**src/rtl/ps2_scan_queue.sv**
```systemverilog
`default_nettype none
// ============================================================================
// ps2_scan_queue : PS/2 byte parser (break strip, E0 tagging, repeat filter)
//                  feeding a show-ahead key-event FIFO.
// Revision 1.0
// ============================================================================
module ps2_scan_queue #(
  parameter int DEPTH         = 16,
  parameter int ADDR_W        = 4,
  parameter int REPEAT_FILTER = 1
) (
  input  logic              clock,
  input  logic              reset,
  input  logic              ps2_key_pressed,
  input  logic [7:0]        ps2_key_data,
  input  logic              rd_en,
  input  logic              clr_overflow,
  output logic [31:0]       rd_data,
  output logic              empty,
  output logic              full,
  output logic [ADDR_W:0]   count,
  output logic              overflow
);

  localparam logic [ADDR_W:0]   C_FULL_CNT = (ADDR_W+1)'(DEPTH);
  localparam logic [ADDR_W-1:0] C_PTR_ONE  = ADDR_W'(1);
  localparam logic [7:0]        C_BYTE_EXT = 8'hE0;
  localparam logic [7:0]        C_BYTE_BRK = 8'hF0;

  typedef enum logic [1:0] {
    ST_IDLE    = 2'd0,
    ST_EXT     = 2'd1,
    ST_BRK     = 2'd2,
    ST_EXT_BRK = 2'd3
  } state_t;

  state_t              state_q, state_d;
  logic [8:0]          last_make_q, last_make_d;
  logic                held_q, held_d;
  logic [ADDR_W-1:0]   wr_ptr_q, wr_ptr_d;
  logic [ADDR_W-1:0]   rd_ptr_q, rd_ptr_d;
  logic [ADDR_W:0]     count_q, count_d;
  logic                overflow_q, overflow_d;
  logic [8:0]          mem_q [DEPTH];

  logic                w_cand_v;
  logic [8:0]          w_cand;
  logic                w_brk_v;
  logic [8:0]          w_brk_key;
  logic                w_drop;
  logic                w_push;
  logic                w_pop;
  logic                w_wr;
  logic                w_empty;
  logic                w_full;

  assign w_empty = (count_q == '0);
  assign w_full  = (count_q == C_FULL_CNT);

  // Parser: decode one byte per strobe into a candidate make or a break.
  always_comb begin
    state_d   = state_q;
    w_cand_v  = 1'b0;
    w_cand    = 9'd0;
    w_brk_v   = 1'b0;
    w_brk_key = 9'd0;
    if (ps2_key_pressed) begin
      unique case (state_q)
        ST_IDLE: begin
          if (ps2_key_data == C_BYTE_EXT) begin
            state_d = ST_EXT;
          end else if (ps2_key_data == C_BYTE_BRK) begin
            state_d = ST_BRK;
          end else if ((ps2_key_data != 8'h00) && (ps2_key_data != 8'hFF)) begin
            w_cand_v = 1'b1;
            w_cand   = {1'b0, ps2_key_data};
          end
        end
        ST_EXT: begin
          if (ps2_key_data == C_BYTE_BRK) begin
            state_d = ST_EXT_BRK;
          end else if (ps2_key_data != C_BYTE_EXT) begin
            w_cand_v = 1'b1;
            w_cand   = {1'b1, ps2_key_data};
            state_d  = ST_IDLE;
          end
        end
        ST_BRK: begin
          w_brk_v   = 1'b1;
          w_brk_key = {1'b0, ps2_key_data};
          state_d   = ST_IDLE;
        end
        ST_EXT_BRK: begin
          w_brk_v   = 1'b1;
          w_brk_key = {1'b1, ps2_key_data};
          state_d   = ST_IDLE;
        end
        default: state_d = ST_IDLE;
      endcase
    end
  end

  // Repeat filter and held-key tracking; last_make follows accepted makes
  // even when the FIFO ends up discarding them.
  always_comb begin
    w_drop      = (REPEAT_FILTER != 0) && held_q && (w_cand == last_make_q);
    w_push      = w_cand_v && !w_drop;
    last_make_d = last_make_q;
    held_d      = held_q;
    if (w_push) begin
      last_make_d = w_cand;
      held_d      = 1'b1;
    end else if (w_brk_v && (w_brk_key == last_make_q)) begin
      held_d = 1'b0;
    end
  end

  // FIFO bookkeeping: a pop on the same edge frees the slot for a push.
  always_comb begin
    w_pop      = rd_en && !w_empty;
    w_wr       = w_push && (!w_full || w_pop);
    wr_ptr_d   = w_wr  ? (wr_ptr_q + C_PTR_ONE) : wr_ptr_q;
    rd_ptr_d   = w_pop ? (rd_ptr_q + C_PTR_ONE) : rd_ptr_q;
    count_d    = count_q + {{ADDR_W{1'b0}}, w_wr} - {{ADDR_W{1'b0}}, w_pop};
    overflow_d = overflow_q;
    if (w_push && w_full && !w_pop) begin
      overflow_d = 1'b1;
    end else if (clr_overflow) begin
      overflow_d = 1'b0;
    end
  end

  always_ff @(posedge clock or negedge reset) begin
    if (!reset) begin
      state_q     <= ST_IDLE;
      last_make_q <= 9'd0;
      held_q      <= 1'b0;
      wr_ptr_q    <= '0;
      rd_ptr_q    <= '0;
      count_q     <= '0;
      overflow_q  <= 1'b0;
    end else begin
      state_q     <= state_d;
      last_make_q <= last_make_d;
      held_q      <= held_d;
      wr_ptr_q    <= wr_ptr_d;
      rd_ptr_q    <= rd_ptr_d;
      count_q     <= count_d;
      overflow_q  <= overflow_d;
    end
  end

  // Storage needs no reset: the head is masked by empty.
  always_ff @(posedge clock) begin
    if (w_wr) begin
      mem_q[wr_ptr_q] <= w_cand;
    end
  end

  assign rd_data  = w_empty ? 32'h0 : {23'b0, mem_q[rd_ptr_q]};
  assign empty    = w_empty;
  assign full     = w_full;
  assign count    = count_q;
  assign overflow = overflow_q;

endmodule
`default_nettype wire

```
**config.mk**
```make
export PLATFORM = sky130hd
export DESIGN_NAME = ps2_scan_queue
export DESIGN_NICKNAME = d
export VERILOG_FILES = /design/src/rtl/ps2_scan_queue.sv
export SDC_FILE = /design/constraint.sdc
export NUM_CORES = 1
export LEC_CHECK = 0
export CAP_MARGIN = 20
export CORE_UTILIZATION = 25
export CTS_BUF_LIST = sky130_fd_sc_hd__clkbuf_8
export CTS_CLUSTER_SIZE = 12
export DETAILED_ROUTE_END_ITERATION = 10
export SLEW_MARGIN = 5
export SYNTH_ARGS = -nofsm -noshare
export SYNTH_HDL_FRONTEND = slang
export SYNTH_SLANG_ARGS = --single-unit
```
**constraint.sdc**
```tcl
create_clock -name clock -period 7.2 [get_ports clock]
set_input_delay 1.44 -clock clock [delete_from_list [all_inputs] [get_ports clock]]
set_output_delay 1.44 -clock clock [all_outputs]
set_load 0.05 [all_outputs]
```
# Word level (Yosys, flattened, before mapping)
# Memories as Yosys holds them, arrays and structs flattened.
# Index checks and enable logic that the tools add are counted.
# word_totals
in_bits,13
word_cells,74
mem_bits_rw,144
n_memories,1
output_inout_bits,40
regBits,26
# classes
addsub,4
reduce_logical,20
eq_ne,12
muxes,30
# mem_list
memory,depth,word_bits,rd,rd_ports_with_merged_regs,wr,line_no,rtl
mem_q,16,9,1,0,1,44,logic [8:0] mem_q [DEPTH];
# op_table
operator,count
$mux 9,5
$pmux 9 s2,2
$mux 8,3
$eq 9x9->1,2
$eq 8x8->1 const B,2
$ne 8x8->1 const B,2
$mux 1,14
$add 4x1->4 const B,2
$logic_and 1x1->1,8
$mux 2,4
$reduce_bool 8->1,1
$ne 3x3->1 const B,2
$pmux 2 s3,1
$add 5x1->5,1
$eq 5x5->1 const B,1
$logic_not 5->1,1
$sub 5x1->5,1
$eq 2x2->1 const B,2
$logic_not 1->1,4
$reduce_bool 2->1,2
$reduce_and 3->1,1
$eq 2x1->1 const B,1
$logic_not 2->1,1
$pmux 1 s2,1
other kinds (2),2

# Logic depth before layout (Yosys ltp)
# Gate-level depths: netlist of run 1.
# depth
word_depth,14
ltp_mapped,16
mapped_depth_nobuf,14

# Worst setup path after synthesis of run 1
# OpenSTA, ideal clock, no wires.
# synth_timing
path_type,input to register
from,input ps2_key_data[2]
to,register count_q[4] (netlist: count[4])
n_path_buf,2
t_arrival_ns,4.555
setup_slack_ns,2.522
path_stages,16
path_cell_list,or4_1 -> buf_6 -> o211ai_4 -> inv_2 -> nor4b_4 -> o221ai_2 -> nor4_4 -> or2_1 -> buf_6 -> mux2i_1 -> ha_1 -> fa_1 -> a21oi_1 -> nor2_1 -> nor2_1 -> xnor2_1
# synth_via
elab_cells_between_ends,27
classes_between,add/sub (2); eq/ne (5); mux (14); reduce/logical (6)
# synth_lines
element,line_no,rtl
start: declaration,15,"input logic [7:0] ps2_key_data,"
$ne 8x8->1,82,end else if (ps2_key_data != C_BYTE_EXT) begin
$mux 9,82,
$mux 9 (*),80,if (ps2_key_data == C_BYTE_BRK) begin
$pmux 9 s2 (*),68,unique case (state_q)
$mux 9 (*),67,if (ps2_key_pressed) begin
named net w_cand[8],47,logic [8:0] w_cand;
$eq 9x9->1 (*),106,w_drop = (REPEAT_FILTER != 0) && held_q && (w_cand == last_make_q);
$logic_and 1x1->1 (*),106,
$logic_not 1->1 (*),107,w_push = w_cand_v && !w_drop;
$logic_and 1x1->1 (*),107,
$logic_and 1x1->1 (*),121,w_wr = w_push && (!w_full || w_pop);
$add 5x1->5 (*),124,"count_d = count_q + {{ADDR_W{1'b0}}, w_wr} - {{ADDR_W{1'b0}}, w_pop};"
$sub 5x1->5 (*),124,
named net count_d[4],42,"logic [ADDR_W:0] count_q, count_d;"
end signal: assignment,148,count_q <= count_d;
end: declaration,42,
# Mark *: on every way through the listed nets, which the timed path passes. The rest lies on a longest branch.
# A chain may end at the register's enable or synchronous reset.

# Worst setup path after layout of run 1
# Ends and elaborated chain as after synthesis.

==> results.ini, run 1 <==
[clock_tree]
cts_hold_buf = 0
insertion_delay_ns = 0.45
cts_buffer_depth = 2
clock-sinks = 170
post_cts_buffers = 0
root_buffer = clkbuf_8
clk_pin_slew_ns = 0.09
h-tree-depth = 4
cts_tree = done
ctsResizeCount = 0
cts_buffers = 17

[drt]
initialDrtViolationCount = 293
ant_nets = 0
dr.pass1.iters = 4
drc = 0
vias = 3895
wire_per_inst_um = 18.75
routed_via_density = 4.482
wirelength_um = 16290

[flow_run]
cap_violations = 0

[min_path]
holdPathEnd = last_make_q[5]
worst_hold_path_type = reg -> reg
hold_depth = 2
min_from = last_make_q[5]

[critical_path]
cp_num_buf_inv = 2
crit_path_start = ps2_key_data[2]
path_delay_family = simple AND/OR/NAND/NOR gates
endpoint_kind = flop
worst_setup_path_start_kind = input pin
cp_common_cell = nor2_1
critical_path.max_fanout = 17
path_cells = clkdlybuf4s50_1 > or4_1 > o211ai_4 > inv_2 > nor4b_4 > o221ai_2 > nor4_4 > or2_1 > mux2i_1 > ha_1 > fa_1 > a21oi_1 > nor2_1 > nor2_1 > xnor2_1
slowest_delay_ns = 0.74
timing_worst_setup_path_type = in -> reg
crit_required_ns = 7.58
r2r_slack_ns = 3.35
reg2regPathDepth = 12
crit_slowest_cell = or4_1
reg2reg_to = count[4]
cp_data_arrival_time_ns = 5.78
reg2reg_from = state_q[0]

[floorplanning]
die_x_um = 175.7
start_util_pct = 25.44
core_area_mm2 = 0.02964
rows = 63
io_pins = 53
die_h_um = 175.7
die_area_mm2 = 0.03086

[final_layout]
post_route_cells_drive_above_1_share_pct = 21.29
fill_cells = 2964
nNetsFinal = 490
seq_area_mm2 = 0.004976
syn2layout_area_growth_pct = 14.06
multi_input_area_mm2 = 0.002321
antennaDiodeCount = 0

[sta]
worst_pin_slew_ns = 0.8765
fin_crit_ns = 5.396
hold_viol = 0
final.setup_skew_ns = 0.01293
finalSetupViolCount = 0
slew_violations = 0
fmax_mhz = 185.3
totalNegativeSetupSlack_ns = 0
slew_headroom_pct = 41.57
grt_setup_unrepaired = no
hold_ws_ns = 0.5641
min_period_over_period_pct = 74.94

[synth]
synth.top_cells.by_area = edfxtp_1 (57%), mux4_2 (13%), dfrtp_1 (8.6%), buf_4 (2.3%), ha_1 (1.7%)
syn_area_mm2 = 0.007540
ys_warn_count = 0
synth_commonest_cells = edfxtp_1 (144), mux4_2 (45), dfrtp_1 (26), buf_4 (23), nand2_1 (16)
avgSynthCellArea_um2 = 17.58
ys_ff_latch = 170
synth_top_area_cell = edfxtp_1
yosysMostFrequentCell = edfxtp_1
synth_edf_count = 144
synth_flop_cell = edfxtp_1
async_flop_share_pct = 15.29
synth-seq-area-share_pct = 65.98
synthCells = 429
ys_types = 61
yosys.area.top_type_share_pct = 57.35

[power]
leakage_uw = 0.002924
peakVddDrop_uv = 206.3
power_density_mw_per_mm2 = 376.1

[global_route]
antenna_found_initial = 0
grt_pass1_wl_um = 24960
grt_overflow = 0
grtUsageTotal_pct = 11.05
first_global_vias = 4106
grt_start_max_net_pins = 36

[placed_design]
dp_hpwl_um = 10350
gp_congestion = 0.8878
port-buffer-count = 29

[outcome]
outcome = finished, final reports clean

==> worst max path at each step <==
stage	slack (ns)	endpoint	cells past startpoint
2_1_floorplan	2.52	count[4]	16
3_3_place_gp	1.54	count[4]	15
3_5_place_dp	1.41	count[4]	15
4_1_cts	1.83	rd_data[0]	5
5_1_grt	1.58	count[4]	15
6_report	1.80	count[4]	15
==> cell families after synthesis <==
group / count (synthesis) / share of synthesized area [%]
DFF: 170 / 65.98
and+or+nand+nor: 89 / 7.799
buffers and inverters: 56 / 4.414
muxes: 51 / 14.45
AOI/OAI and AO/OA: 35 / 3.518
xor gates and xnor gates: 16 / 1.859
adders and majority gates: 11 / 1.925
other: 1 / 0.04974
==> report_power, final <==
part	internal [uW]	total (uW)	leakage, uW	switching, uW
sequential	1200	1340	0.00164	148
clock	343	692	0.000205	349
combinational	530	1200	0.00108	668
==> layout make-up <==
| type | instances | area share (%) |
|---|---|---|
| Inverter | 15 | 0.6547 |
| Clock buffer | 17 | 2.721 |
| Clock inverter | 15 | 2.022 |
| Timing Repair Buffer | 37 | 4.074 |
| Tap cell | 390 | 5.674 |
| Multi-Input combinational cell | 225 | 26.99 |
| Sequential cell | 170 | 57.86 |
==> flip-flops by register name, summed over array words and instances, names as in the netlist <==
signal	count
mem_q	144
last_make_q	9
count	5
rd_ptr_q	4
wr_ptr_q	4
state_q	2
held_q	1
overflow	1
==> metrics by stage <==
step	instances	instance area (um^2)	total power (uW)	worst slack (ns)	util, %
floorplan	451	7622	2214	2.522	-
global placement	834	8169	2562	1.536	27.56
detailed placement	834	8169	2589	1.413	27.56
CTS	866	8577	3279	1.834	28.94
global route	869	8600	3393	1.582	29.01
finish	869	8600	3234	1.804	29.01
==> routing by layer <==
layer  up-vias  share of wire [%]  track usage (%)
li1       1725                  -                -
met4         0                1.5            3.949
met5         -                  0                0
met1      2019                 43            14.22
met3        19                5.3            2.684
met2       132                 50            18.07
==> worst register-to-register path, cell delays in order (launching register included) <==
cell	delay (ns)
dfrtp_1	0.51
or4_1	0.66
a211oi_1	0.31
o221ai_2	0.16
nor4_4	0.49
or2_1	0.45
mux2i_1	0.14
ha_1	0.22
fa_1	0.40
a21oi_1	0.17
nor2_1	0.06
nor2_1	0.11
xnor2_1	0.13
==> layout by cell type (no fill, tap or decap), types with 2 or more instances in the layout <==
cell type	netlist	routed
nor4bb_1	2	2
inv_6	0	3
nand4_1	2	2
bufinv_16	0	3
clkbuf_8	2	17
nand3_1	5	5
a21oi_1	5	5
nor2b_1	14	14
xnor2_1	12	12
inv_1	14	16
nand2_1	16	16
xor2_1	4	4
clkinv_4	0	2
clkinv_2	0	2
conb_1	1	23
a21o_1	3	3
mux2i_1	2	2
mux4_2	45	45
o311a_2	2	2
and4b_1	4	4
mux2_4	3	3
clkinvlp_4	0	3
and3_1	9	9
or4_1	3	3
edfxtp_1	144	144
clkdlybuf4s50_1	0	29
and4_1	4	4
nor3_1	6	6
dfrtp_1	26	25
nor2_1	9	9
buf_4	23	8
nand2b_1	2	2
o21ai_0	9	9
ha_1	10	10
o31ai_1	2	2
nor4_1	2	2
o2bb2ai_1	2	2
No activity file was read; power rests on OpenSTA's default activity.
==> run 2: changes to the inputs <==
==> constraint.sdc (replaced) <==
create_clock -name clock -period 4.8 [get_ports clock]
set_input_delay 0.96 -clock clock [delete_from_list [all_inputs] [get_ports clock]]
set_output_delay 0.96 -clock clock [all_outputs]
set_load 0.05 [all_outputs]
==> results.ini, run 2 (synthesis gave the netlist of run 1 again) <==
[floorplanning]
die_area_mm2 = 0.03086  ; unchanged
core_area_mm2 = 0.02964  ; unchanged
start_util_pct = 25.44  ; unchanged
die_h_um = 175.7  ; unchanged
rows = 63  ; unchanged
io_pins = 53  ; unchanged
die_x_um = 175.7  ; unchanged

[final_layout]
fill_cells = 2970  ; +0.20%
post_route_cells_drive_above_1_share_pct = 24.19  ; +2.9 points
final_cell_mix = edfxtp_1 (144), mux4_2 (45), clkdlybuf4s50_1 (29)
largest_reg_flops = 144  ; unchanged
top_register = mem_q
multi_input_area_mm2 = 0.002321  ; unchanged
nNetsFinal = 507  ; +3.5%
antennaDiodeCount = 0  ; unchanged
final_common_cell = edfxtp_1
syn2layout_area_growth_pct = 15.83
seq_area_mm2 = 0.004976  ; unchanged
fin_cells = 886  ; +2.0%

[drt]
routed_via_density = 4.503  ; +0.47%
wirelength_um = 16050  ; -1.5%
dr.pass1.iters = 5  ; +1
drc = 0  ; unchanged
ant_nets = 0  ; unchanged
wire_per_inst_um = 18.12  ; -3.4%
initialDrtViolationCount = 413  ; +41%
vias = 3990  ; +2.4%

[critical_path]
crit_required_ns = 3.84  ; -3.74 ns
r2r_slack_ns = 1.46  ; -1.89 ns
worst_setup_path_start_kind = flop
path_cells = buf_4 > mux4_2 > mux4_2 > nor2b_1 > clkdlybuf4s50_1
worstSetupPathDepth = 5  ; -10
timing_worst_setup_path_type = reg -> out
cp_common_cell = mux4_2
cp_data_arrival_time_ns = 3.37  ; -2.41 ns
reg2regPathDepth = 12  ; unchanged
crit_slowest_cell = clkdlybuf4s50_1
slowest_delay_ns = 0.71  ; -0.03 ns
endpoint_kind = output port
reg2reg_to = count[4]
cp_num_buf_inv = 2  ; unchanged
worstSetupEndpoint = rd_data[6]
reg2reg_from = state_q[0]
path_delay_family = multiplexers
critical_path.max_fanout = 13  ; -4
crit_path_start = rd_ptr_q[0]

[placed_design]
gp_congestion = 0.8832  ; -0.52%
port-buffer-count = 29  ; unchanged
dp_hpwl_um = 10800  ; +4.3%
place_inst = 854  ; +2.4%

[clock_tree]
insertion_delay_ns = 0.45  ; about the same
clk_pin_slew_ns = 0.09  ; about the same
root_buffer = clkbuf_8
h-tree-depth = 4  ; unchanged
cts_buffer_depth = 2  ; unchanged
ctsResizeCount = 0  ; unchanged
cts_tree = done
clock-sinks = 170  ; unchanged
post_cts_buffers = 0  ; unchanged
cts_buffers = 17  ; unchanged
cts_hold_buf = 0  ; unchanged

[sta]
totalNegativeSetupSlack_ns = 0  ; unchanged
final.setup_skew_ns = 0.01704  ; +0.004116 ns
hold_viol = 0  ; unchanged
slew_violations = 0  ; unchanged
finalSetupViolCount = 0  ; unchanged
slew_headroom_pct = 46.88  ; +5.3 points
fin_crit_ns = 4.334
worst_pin_slew_ns = 0.7968  ; -0.07971 ns
grt_setup_unrepaired = no
fmax_mhz = 230.7
min_period_over_period_pct = 90.29

[global_route]
grt_pass1_wl_um = 24970  ; about the same
grt_start_max_net_pins = 39  ; +8.3%
grt_overflow = 0  ; unchanged
grtUsageTotal_pct = 10.86  ; -0.20 points
first_global_vias = 4176  ; +1.7%
antenna_found_initial = 0  ; unchanged

[power]
power_uw = 4865  ; +50%
power_density_mw_per_mm2 = 557.0  ; +48%
leakage_uw = 0.003004  ; +2.7%
peakVddDrop_uv = 343.4  ; +66%

[outcome]
outcome = finished, final reports clean

[min_path]
worst_hold_path_type = reg -> reg

[flow_run]
cap_violations = 0  ; unchanged

-- run 2: report_power, final --
group,total (uW),switching [uW],internal [uW]
sequential,1980,187,1790
clock,1010,533,472
combinational,1880,1050,830
total,4860,1770,3100
-- run 2: worst min path at each step --
stage                        endpoint   startpoint  depth (start not counted)
after global routing      rd_ptr_q[1]  rd_ptr_q[1]                          2
after floorplan                held_q       held_q                          2
after detailed placement  rd_ptr_q[1]  rd_ptr_q[1]                          2
final                     rd_ptr_q[1]  rd_ptr_q[1]                          2
after CTS                 rd_ptr_q[1]  rd_ptr_q[1]                          2
after global placement    rd_ptr_q[1]  rd_ptr_q[1]                          2
-- run 2: final cells by class --
type                    instances  share of cell area (%)
flip-flops and latches        170                   56.98
multi-input cells             225                   26.58
repair buffers                 54                   5.659
clock inverters                15                   1.877
well taps                     390                   5.587
inverters                      15                  0.6447
clock buffers                  17                   2.679
-- run 2: worst min-delay path, cell delays in order, from the launching register on --
cell and delay, ns:
dfrtp_1 0.36, nand2_1 0.05, nand2_1 0.06
-- run 2: through the flow --
step / utilization, % / hold WS [ns] / instance area [um^2] / worst slack, ns
finish: 29.47 / 0.4928 / 8733 / 0.4661
global route: 29.47 / 0.5232 / 8733 / 0.2685
CTS: 29.47 / 0.5031 / 8733 / 0.3804
detailed placement: 28.12 / 0.4805 / 8335 / 0.1820
global placement: 28.09 / 0.4601 / 8324 / 0.2286
floorplan: - / 0.4857 / 7622 / 0.6021
-- run 2: metal layers --
layer  global-route usage, %  vias to the layer above  wire [um]
met5                       0                        -          0
met1                   14.14                     2081       6907
met3                   2.489                        8        847
li1                        -                     1761          -
met2                   18.12                      140       8124
met4                   2.862                        0        171
==> run 3: changes to the inputs <==
--- a/config.mk
+++ b/config.mk
@@ -10,6 +10,8 @@
 export CTS_BUF_LIST = sky130_fd_sc_hd__clkbuf_8
 export CTS_CLUSTER_SIZE = 12
 export DETAILED_ROUTE_END_ITERATION = 10
+export GPL_ROUTABILITY_DRIVEN = 0
+export PLACE_DENSITY = 0.5
 export SLEW_MARGIN = 5
 export SYNTH_ARGS = -nofsm -noshare
 export SYNTH_HDL_FRONTEND = slang
==> results.ini, run 3 (synthesis gave the netlist of run 1 again) <==
[placed_design]
dp_hpwl_um = 10980  ; +1.7%
port-buffer-count = 29  ; unchanged
dp_worst_setup_slack_ns = 0.2143  ; +0.03224 ns
place_inst = 866  ; +1.4%

[critical_path]
crit_slowest_cell = clkdlybuf4s50_1
timing_worst_setup_path_type = reg -> out
slowest_delay_ns = 0.70  ; about the same
reg2regPathDepth = 12  ; unchanged
reg2reg_from = state_q[0]
endpoint_kind = output port
cp_data_arrival_time_ns = 3.16  ; -0.21 ns
critical_path.max_fanout = 36  ; +23
path_cells = buf_12 > mux4_2 > mux4_2 > nor2b_1 > clkdlybuf4s50_1
crit_required_ns = 3.84  ; about the same
worst_setup_path_start_kind = flop
reg2reg_to = count[4]
r2r_slack_ns = 1.46  ; about the same
cp_common_cell = mux4_2

[flow_run]
cap_violations = 0  ; unchanged

[clock_tree]
root_buffer = clkbuf_8
clk_pin_slew_ns = 0.09  ; about the same
cts_buffers = 17  ; unchanged
cts_buffer_depth = 2  ; unchanged
clock-sinks = 170  ; unchanged
h-tree-depth = 4  ; unchanged
ctsResizeCount = 0  ; unchanged
insertion_delay_ns = 0.45  ; about the same
post_cts_buffers = 0  ; unchanged
cts_tree = done
cts_hold_buf = 0  ; unchanged

[drt]
routed_via_density = 4.373  ; -2.9%
wirelength_um = 16180  ; +0.78%
wire_per_inst_um = 17.99  ; -0.68%
vias = 3931  ; -1.5%
initialDrtViolationCount = 289  ; -30%
drc = 0  ; unchanged
ant_nets = 0  ; unchanged
dr.pass1.iters = 4  ; -1

[global_route]
grt_busiest_layer = met2
grt_overflow = 0  ; unchanged
grtUsageMet3_pct = 3.485  ; +1.0 points
grt_pass1_wl_um = 24960  ; about the same
first_global_vias = 4077  ; -2.4%
antenna_found_initial = 0  ; unchanged
grt_util_met1_pct = 14.48  ; +0.35 points
grt_start_max_net_pins = 37  ; -5.1%
use_met2_pct = 17.65  ; -0.46 points
grtUsageTotal_pct = 11.11  ; +0.25 points

[floorplanning]
start_util_pct = 25.44  ; unchanged
rows = 63  ; unchanged
die_h_um = 175.7  ; unchanged
die_area_mm2 = 0.03086  ; unchanged
die_x_um = 175.7  ; unchanged
core_area_mm2 = 0.02964  ; unchanged
io_pins = 53  ; unchanged

[sta]
slew_headroom_pct = 44.44  ; -2.4 points
min_period_over_period_pct = 85.88  ; -4.4 points
slew_violations = 0  ; unchanged
fmax_mhz = 242.6  ; +5.1%
grt_setup_unrepaired = no
fin_ws_ns = 0.6776  ; +0.2115 ns
totalNegativeSetupSlack_ns = 0  ; unchanged
hold_ws_ns = 0.5394  ; +0.04656 ns
final.setup_skew_ns = 0.01306  ; -0.003983 ns
worst_pin_slew_ns = 0.8335  ; +0.03667 ns
fin_crit_ns = 4.122  ; -0.2115 ns
hold_viol = 0  ; unchanged
finalSetupViolCount = 0  ; unchanged

[final_layout]
final_common_cell = edfxtp_1
largest_reg_flops = 144  ; unchanged
fill_cells = 2986  ; +0.54%
nNetsFinal = 520  ; +2.6%
final_cell_mix = edfxtp_1 (144), mux4_2 (45), buf_4 (36)
top_register = mem_q
syn2layout_area_growth_pct = 17.19
seq_area_mm2 = 0.004976  ; unchanged
fin_cells = 899  ; +1.5%
multi_input_area_mm2 = 0.002326  ; +0.22%
post_route_cells_drive_above_1_share_pct = 26.13  ; +1.9 points
antennaDiodeCount = 0  ; unchanged

[min_path]
holdPathEnd = rd_ptr_q[0]
min_from = rd_ptr_q[0]
worst_hold_path_type = reg -> reg
hold_depth = 1  ; -1

[power]
power_density_mw_per_mm2 = 552.3  ; -0.85%
peakVddDrop_uv = 393.1  ; +14%
power_uw = 4880  ; +0.31%
leakage_uw = 0.003083  ; +2.6%

[outcome]
outcome = finished, final reports clean

-- run 3: how the worst max path moves through the flow --
stage / startpoint / end / cells after the start
floorplan: ps2_key_data[2] / count[4] / 16
global placement: ps2_key_data[1] / count[4] / 14
detailed placement: ps2_key_data[1] / count[4] / 15
CTS: rd_ptr_q[0] / rd_data[1] / 5
global route: ps2_key_data[1] / count[4] / 15
finish: rd_ptr_q[0] / rd_data[5] / 5
-- run 3: metrics by stage --
step                util, %  cell area [um^2]
floorplan                 -              7622
global placement      28.43              8427
detailed placement    28.43              8427
CTS                   29.77              8825
global route          29.81              8836
finish                29.81              8836
-- run 3: area by class of cell --
type	count	share of cell area (%)
Tap cell	390	5.523
Clock inverter	15	1.855
Multi-Input combinational cell	225	26.32
Inverter	15	0.6372
Timing Repair Buffer	67	6.698
Clock buffer	17	2.648
Sequential cell	170	56.32
-- run 3: critical path, delay by kind of cell (launching register included) --
family / cells / cell delay (ns)
buffers and inverters: 2 / 0.99
and+or+nand+nor: 1 / 0.14
muxes: 2 / 1.12
DFF: 1 / 0.43
-- run 3: layer usage --
layer	part of all wire (%)	wire length (um)
met1	45	7291
met3	5.4	881
met5	0	0
met2	48	7829
met4	1.1	174
-- run 3: report_power, final --
| group | switching [uW] | total, uW | internal (uW) |
|---|---|---|---|
| Combinational | 1070 | 1910 | 845 |
| Sequential | 158 | 1950 | 1790 |
| Clock | 542 | 1010 | 472 |
